$ cat src/rtl/grs_round_pipe_pkg.sv
// Shared definitions for the GRS rounding pipeline: rounding-mode encodings
// and the legal-mode check used to flag unsupported modes.
package grs_round_pipe_pkg;

    typedef enum logic [2:0] {
        MODE_RNE = 3'd0,
        MODE_RTZ = 3'd1,
        MODE_RPI = 3'd2,
        MODE_RNI = 3'd3,
        MODE_RNA = 3'd4
    } grs_mode_e;

    function automatic logic mode_legal(input logic [2:0] mode);
        logic legal;
        case (mode)
            MODE_RNE, MODE_RTZ, MODE_RPI, MODE_RNI, MODE_RNA: legal = 1'b1;
            default:                                          legal = 1'b0;
        endcase
        return legal;
    endfunction

endpackage

$ cat src/rtl/grs_round_pipe_reg.sv
// One valid/ready register slice; the payload only loads on an accepted beat
// so it stays put while the downstream side stalls.
module grs_pipe_reg #(
    parameter int W = 8
) (
    input  logic         clk,
    input  logic         rst,
    input  logic         in_valid,
    output logic         in_ready,
    input  logic [W-1:0] in_data,
    output logic         out_valid,
    input  logic         out_ready,
    output logic [W-1:0] out_data
);

    logic         valid_r;
    logic [W-1:0] data_r;

    assign in_ready  = ~valid_r | out_ready;
    assign out_valid = valid_r;
    assign out_data  = data_r;

    // Slice occupancy and payload capture.
    always_ff @(posedge clk) begin
        if (rst) begin
            valid_r <= 1'b0;
            data_r  <= {W{1'b0}};
        end else if (in_ready) begin
            valid_r <= in_valid;
            if (in_valid) begin
                data_r <= in_data;
            end
        end
    end

endmodule

$ cat src/rtl/grs_round_pipe_round.sv
// Rounding decision: takes the kept LSB plus guard/round/sticky bits and the
// sign, and decides whether the truncated magnitude must be incremented.
module grs_round
    import grs_round_pipe_pkg::*;
(
    input  logic [2:0] mode,
    input  logic       lsb,
    input  logic       g,
    input  logic       r,
    input  logic       s,
    input  logic       sign,
    output logic       inc,
    output logic       inexact
);

    // Increment decision per rounding mode; unsupported codes never round up.
    always_comb begin
        inexact = g | r | s;
        inc     = 1'b0;
        case (mode)
            MODE_RNE: inc = g & (lsb | r | s);
            MODE_RTZ: inc = 1'b0;
            MODE_RPI: inc = ~sign & (g | r | s);
            MODE_RNI: inc = sign & (g | r | s);
            MODE_RNA: inc = g;
            default:  inc = 1'b0;
        endcase
    end

endmodule

$ cat src/rtl/grs_round_pipe.sv
// Two-stage flow-controlled rounding stage: stage 1 holds the rounding
// decision, stage 2 holds the renormalised result; plus an inexact counter.
module grs_round_pipe
    import grs_round_pipe_pkg::*;
#(
    parameter int IN_W  = 28,
    parameter int OUT_W = 24,
    parameter int TAG_W = 8,
    parameter int CNT_W = 16
) (
    input  logic             clk,
    input  logic             rst,
    input  logic             in_valid,
    output logic             in_ready,
    input  logic [IN_W-1:0]  in_value,
    input  logic             in_sign,
    input  logic [2:0]       in_mode,
    input  logic [TAG_W-1:0] in_tag,
    output logic             out_valid,
    input  logic             out_ready,
    output logic [OUT_W-1:0] out_value,
    output logic             out_carry,
    output logic             out_inexact,
    output logic             out_mode_err,
    output logic             out_sign,
    output logic [TAG_W-1:0] out_tag,
    input  logic             cnt_clr,
    output logic [CNT_W-1:0] cnt_inexact
);

    localparam int SH = IN_W - OUT_W;
    localparam int PW = OUT_W + 4 + TAG_W;

    if (IN_W < OUT_W + 1) begin : g_width_check
        $error("grs_round_pipe: IN_W must be at least OUT_W+1");
    end

    logic [OUT_W-1:0] base_s;
    logic             g_s;
    logic             r_s;
    logic             s_s;
    logic             inc_s;
    logic             inexact_s;
    logic             mode_err_s;

    assign base_s     = in_value[IN_W-1:SH];
    assign g_s        = in_value[SH-1];
    assign mode_err_s = ~mode_legal(in_mode);

    if (SH >= 2) begin : g_round_bit
        assign r_s = in_value[SH-2];
    end else begin : g_no_round_bit
        assign r_s = 1'b0;
    end

    if (SH >= 3) begin : g_sticky
        assign s_s = |in_value[SH-3:0];
    end else begin : g_no_sticky
        assign s_s = 1'b0;
    end

    grs_round u_round (
        .mode    (in_mode),
        .lsb     (base_s[0]),
        .g       (g_s),
        .r       (r_s),
        .s       (s_s),
        .sign    (in_sign),
        .inc     (inc_s),
        .inexact (inexact_s)
    );

    logic [PW-1:0] s1_in_s;
    logic [PW-1:0] s1_out_s;
    logic          s1_valid_s;
    logic          s2_ready_s;

    assign s1_in_s = {base_s, inc_s, inexact_s, mode_err_s, in_sign, in_tag};

    grs_pipe_reg #(.W(PW)) u_stage1 (
        .clk       (clk),
        .rst       (rst),
        .in_valid  (in_valid),
        .in_ready  (in_ready),
        .in_data   (s1_in_s),
        .out_valid (s1_valid_s),
        .out_ready (s2_ready_s),
        .out_data  (s1_out_s)
    );

    logic [OUT_W-1:0] s1_base_s;
    logic             s1_inc_s;
    logic [OUT_W:0]   sum_s;
    logic [OUT_W-1:0] value_s;
    logic             carry_s;
    logic [PW-1:0]    s2_in_s;
    logic [PW-1:0]    s2_out_s;

    assign s1_base_s = s1_out_s[PW-1 -: OUT_W];
    assign s1_inc_s  = s1_out_s[TAG_W+3];
    assign sum_s     = {1'b0, s1_base_s} + {{OUT_W{1'b0}}, s1_inc_s};

    // A carry out of the kept field renormalises to the leading-one pattern.
    always_comb begin
        carry_s = sum_s[OUT_W];
        if (sum_s[OUT_W]) begin
            value_s = {1'b1, {(OUT_W-1){1'b0}}};
        end else begin
            value_s = sum_s[OUT_W-1:0];
        end
    end

    assign s2_in_s = {value_s, carry_s, s1_out_s[TAG_W+2:0]};

    grs_pipe_reg #(.W(PW)) u_stage2 (
        .clk       (clk),
        .rst       (rst),
        .in_valid  (s1_valid_s),
        .in_ready  (s2_ready_s),
        .in_data   (s2_in_s),
        .out_valid (out_valid),
        .out_ready (out_ready),
        .out_data  (s2_out_s)
    );

    assign out_value    = s2_out_s[PW-1 -: OUT_W];
    assign out_carry    = s2_out_s[TAG_W+3];
    assign out_inexact  = s2_out_s[TAG_W+2];
    assign out_mode_err = s2_out_s[TAG_W+1];
    assign out_sign     = s2_out_s[TAG_W];
    assign out_tag      = s2_out_s[TAG_W-1:0];

    logic [CNT_W-1:0] cnt_r;

    assign cnt_inexact = cnt_r;

    // Saturating count of delivered inexact beats; clear wins over increment.
    always_ff @(posedge clk) begin
        if (rst) begin
            cnt_r <= {CNT_W{1'b0}};
        end else if (cnt_clr) begin
            cnt_r <= {CNT_W{1'b0}};
        end else if (out_valid && out_ready && out_inexact && (cnt_r != {CNT_W{1'b1}})) begin
            cnt_r <= cnt_r + {{(CNT_W-1){1'b0}}, 1'b1};
        end
    end

endmodule

$ cat config.mk
export PLATFORM = sky130hd
export DESIGN_NAME = grs_round_pipe
export DESIGN_NICKNAME = d
export VERILOG_FILES = /design/src/rtl/grs_round_pipe_pkg.sv /design/src/rtl/grs_round_pipe_reg.sv /design/src/rtl/grs_round_pipe_round.sv /design/src/rtl/grs_round_pipe.sv
export SDC_FILE = /design/constraint.sdc
export NUM_CORES = 1
export LEC_CHECK = 0
export BUFFER_PORTS_ARGS = -buffer_cell sky130_fd_sc_hd__buf_2
export CAP_MARGIN = 10
export CORE_MARGIN = 2
export CORE_UTILIZATION = 40
export CTS_BUF_LIST = sky130_fd_sc_hd__clkbuf_8 sky130_fd_sc_hd__clkbuf_16
export DETAILED_ROUTE_END_ITERATION = 7
export GPL_TIMING_DRIVEN = 0
export PLACE_DENSITY = 0.62
export SETUP_SLACK_MARGIN = 0.02
export SLEW_MARGIN = 0
export SYNTH_ARGS = -nofsm -noshare
export SYNTH_HDL_FRONTEND = slang
export SYNTH_SLANG_ARGS = --single-unit
$ cat constraint.sdc
create_clock -name clk -period 2.8 [get_ports clk]
set_clock_uncertainty 0.15 [all_clocks]
set_input_delay 0.28 -clock clk [delete_from_list [all_inputs] [get_ports clk]]
set_output_delay 0.28 -clock clk [all_outputs]
set_load 0.02 [all_outputs]
Yosys cells after proc, flatten, opt, wreduce, memory -nomap -nowiden

Cells that the tools add are included.

Word-level logic and storage cells: 37
Register bits: 90

Add/sub/neg operators: 2
Reductions and logical operators: 9
Bitwise logic cells: 13
Mux-type cells: 3
Equal/unequal tests: 5

Operators with widths:

| kind                                                                   | number |
|---|---|
| 24-bit by 1-bit adder with 25-bit output                               | 1 |
| 24-bit 2-to-1 mux                                                      | 1 |
| 16-bit by 1-bit adder with 16-bit output (second input constant)       | 1 |
| 16-bit != test (second input constant)                                 | 1 |
| 3-bit by 2-bit equality test with 1-bit output (second input constant) | 2 |
| 1-bit OR                                                               | 6 |
| 5-bit OR reduction                                                     | 1 |
| 1-bit inverter                                                         | 4 |
| 1-bit case mux with 4 select lines                                     | 1 |
| 2-bit AND reduction                                                    | 2 |
| 2-bit OR reduction                                                     | 2 |
| 1-bit bitwise AND                                                      | 3 |
| 3-bit by 1-bit equality test with 1-bit output (second input constant) | 1 |
| 3-bit equality test (second input constant)                            | 1 |
| 1-bit logical AND                                                      | 3 |
| 3-bit logical NOT                                                      | 1 |
| 1-bit 2-to-1 mux                                                       | 1 |

Depth between registers and ports, before layout

Depth in word-level cells: 4
Mapped depth: 7
Depth with buffers taken out: 7

Cells and area by module

From an unflattened synthesis, not the netlist that was laid out.

Cell total of the unflattened synthesis: 536
Area, all modules: 4,887.2 µm²

By module, submodules not included:

| module         | area each (µm²) | seq. area each (µm²) | cells an instance | instances |
|---|---|---|---|---|
| grs_pipe_reg   | 1,687.9         | 740.7                | 168               | 2 |
| grs_round_pipe | 1,455.1         | 320.3                | 193               | 1 |
| grs_round      | 56.3            | 0.0                  | 7                 | 1 |

Worst setup path after synthesis

OpenSTA, ideal clock, no wires.

Path kind: flip-flop to flip-flop
Start: register u_stage1.data_r[11] (netlist: u_stage1.out_data[11])
End: register u_stage2.data_r[32] (netlist: u_stage2.out_data[32])
Library setup time: 0.070 ns
Data required time: 2.580 ns
Arrival time: 1.759 ns
Path slack: 0.821 ns
Cell stages (with the launch flop): 8
Cells stage by stage: dfxtp_1 > ha_1 > ha_1 > nand3_1 > nor4_2 > or3b_1 > a21o_1 > a21oi_1

Word-level cells in the longest chain between the ends: 2

RTL lines:

| what                                     | line                     | RTL |
|---|---|---|
| start, declared                          | grs_round_pipe_reg.sv:17 | `logic [W-1:0] data_r;` |
| start signal, assigned                   | grs_round_pipe_reg.sv:27 | `data_r <= {W{1'b0}};` |
| start signal, assigned                   | grs_round_pipe_reg.sv:31 | `data_r <= in_data;` |
| 24-bit by 1-bit adder with 25-bit output | grs_round_pipe.sv:101    | `assign sum_s = {1'b0, s1_base_s} + {{OUT_W{1'b0}}, s1_inc_s};` |
| 24-bit 2-to-1 mux                        | grs_round_pipe.sv:106    | `if (sum_s[OUT_W]) begin` |
| end signal, assigned                     | grs_round_pipe_reg.sv:27 |  |
| end signal, assigned                     | grs_round_pipe_reg.sv:31 |  |
| end, declared                            | grs_round_pipe_reg.sv:17 |  |

Every way passes these cells.
A chain may end at the register's enable or synchronous reset.

Worst setup path after layout

Start: register u_stage1.data_r[11] (netlist: u_stage1.out_data[11])
End: register u_stage2.data_r[23] (netlist: u_stage2.out_data[23])

The elaborated chain is that of the path after synthesis.

==> impl_results.md <==
* Outcome: complete, no violations
* Mean area per synthesized cell at 8.16 sq um
* Fin crit period at 2.37 ns
* Path type of the worst min-delay path: input pin to flop
* Sequential share of the synthesized area at 0.470
* Largest family of logic cells by synthesized area: simple AND/OR/NAND/NOR gates
* Synth top area share at 0.470
* Slew headroom at 0.627
* CORE AREA at 9280 sq um
* Post-CTS Resized at 0
* Commonest non-fill, non-tap cell in the layout: nand2_1
* Die X at 102 um
* Simple-gate share of the synthesized area at 0.284
* RR Startpoint: u_stage1.out_data[11]$_SDFFE_PP0P_
* Final RePlAce weighted congestion at 0.849
* Mapped cell area at 3830 sq um
* Unrepaired setup endpoints after global routing: false
* Ys flop type: dfxtp_1
* IR drop worst, VDD at 0.249 mV
* IO buf count at 98
* Post-DR vias/cell at 4.97
* Final WL at 9570 um
* GRT Util Overall at 0.185
* Post-synthesis compound-gate area fraction at 0.130
* Fin cells at 721
* Crit path max fanout at 7
* Placed Area at 4490 sq um
* Final hold violations at 0
* Register area at 1800 sq um
* ANT cells at 0
* Mux cell area share after synthesis at 0.00522
* FP Rows at 35
* Worst endpoint data arrival time at 2.44 ns
* Warnings, synthesis at 0
* Vias in the first global route at 3177
* CP required at 2.87 ns
* Setup_tns at 0 ns
* Post-synth ARST share at 0
* HPWL after detailed placement at 7180 um
* DP Cell Count at 697
* Number of synthesized flops with an enable pin at 0
* Tightest Pin Transition at 0.559 ns
* Vias at 3586
* Mapped Nets at 518
* H-tree depth at 3
* CTS tree: yes
* Max Clk Rate at 422 MHz
* Synth Area in Adders at 0.00979
* Avg WL per Cell at 13.3 um
* Routed Antenna Nets at 0
* Pin count of the biggest net entering global routing at 15
* Die H at 102 um
* Number of CTS-inserted buffers at 9
* Fraction of layout cells with a size suffix above 1 at 0.215
* Initial antenna violation count at 0
* Boundary Pins at 99
* Max-slew violations at 0
* Leading area contributor after synthesis: dfxtp_1
* Crit. Startpoint: u_stage1.out_data[11]$_SDFFE_PP0P_
* Hold_ws at 0.0156 ns
* CP Launch Type: flop
* Drc violations at 0
* Filler instances at 937
* Max Cap Viol at 0
* Clock buffer depth at 2
* CTS clk-pin slew, worst paths at 0.09 ns
* Hold_sp: in_value[14]
* Starting Density at 0.413
* CTS sink count at 90
* Root Buffer: clkbuf_8
* Setup Crit Path Kind: flop to flop
* Crit share post-route at 0.847
* Synth-to-layout area growth at 24.2%
* Remaining global-route overflow at 0
* Utilization after layout at 0.513
* CP Capture Type: flop
* Die Footprint at 10400 sq um
* PwrDens at 526 nW/um^2
* First-pass GRT wire length at 15000 um
* Initial drt markers at 108
* Xor/xnor cell area share of the yosys netlist at 0.0708
* Clk_lat worst skew at 0.35 ns
* Nets at 635
* Yosys cell types at 46
* Top post-synthesis cells by area: dfxtp_1 47%, nand2_1 12%, a21oi_1 7.4%, xnor2_1 4.1%, nor2_1 3.5%
* Flops & latches, synth at 90
* Leakage at 1.90 nW
* Commonest non-fill, non-tap cells in the layout: 122 x nand2_1, 99 x buf_2, 90 x dfxtp_1, 57 x a21oi_1, 36 x nor2_1
* Multi-input gate area at 1920 sq um
* Initial DRT Pass Iterations at 4
* Post-route cell area at 4760 sq um
* Gate Count Post-Synth at 470
* Number of setup buffers added after CTS at 0
* # setup viols final at 0
[stage by stage]
stage	total power, mW	setup WS, ns
floorplan	1.54	0.821
global placement	1.64	0.484
detailed placement	1.65	0.443
CTS	2.53	0.424
global route	2.61	0.185
finish	2.51	0.429
[worst max-delay path, stage by stage, from the launching register on]
cell and delay [ns]:
dfxtp_1 0.34, ha_1 0.21, ha_1 0.20, nand3_1 0.23, nor4_2 0.38, nand3_1 0.29, nand2_1 0.30, o21ai_0 0.14
[repair_timing]
action,CTS,global route
hold endpoints to repair,7,1
hold buffers,7,1
endpoints found under the setup margin,0,0
[flip-flops by register name, indices dropped and copies added, names as in the netlist]
register            count
cnt_inexact            16
u_stage1.out_data      36
u_stage1.out_valid      1
u_stage2.out_data      36
u_stage2.out_valid      1
[power breakdown]
group          internal [mW]  switching [mW]
Clock                  0.431           0.453
Combinational          0.100           0.150
Sequential              1.33          0.0424
[routing by layer]
metal  global-route usage  share of wire  wire length, um
met5                    0              0                0
met4               0.0636         0.0067               64
met3               0.0308          0.052              500
met2                0.301           0.46             4440
met1                0.251           0.48             4570
[synthesized netlist by cell type (2+ instances only)]
cell type	count
a211oi_1	11
a21oi_1	57
and2_1	2
and3_1	6
and3_2	2
and4_1	2
buf_1	4
buf_6	3
clkbuf_1	16
dfxtp_1	90
ha_1	3
mux2i_1	2
nand2_1	122
nand3_1	18
nand3b_1	3
nand4_1	13
nor2_1	36
nor2b_1	2
nor3_1	9
nor4_1	2
o21ai_0	10
o311ai_0	2
or3_1	3
xnor2_1	18
xor2_1	13
[kinds of logic (layout without fill, tap and decap cells)]
group | after synthesis | count (layout)
buf+inv | 25 | 147
simple gates | 232 | 232
fa+ha+maj | 3 | 3
xor+xnor | 31 | 31
mux | 2 | 2
compound gates | 87 | 87
flops | 90 | 90
[final cells by class]
class / count / share of cell area
multi-input cells: 355 / 0.402
flip-flops and latches: 90 / 0.378
repair buffers: 106 / 0.120
well taps: 129 / 0.0339
clock buffers: 10 / 0.0289
plain buffers: 24 / 0.0239
clock inverters: 6 / 0.0123
inverters: 1 / 0.000788
[final timing paths]
| path | cells after the start | slack (ns) | to |
|---|---|---|---|
| worst min-delay path | 3 | 0.02 | u_stage1.out_data[22]$_SDFFE_PP0P_ |
| worst max-delay path | 7 | 0.43 | u_stage2.out_data[23]$_SDFFE_PP0P_ |
| worst min register to register | 2 | 0.30 | u_stage2.out_data[3]$_SDFFE_PP0P_ |
| worst max register to register | 7 | 0.43 | u_stage2.out_data[23]$_SDFFE_PP0P_ |
Power figures use the tool's default switching activity.
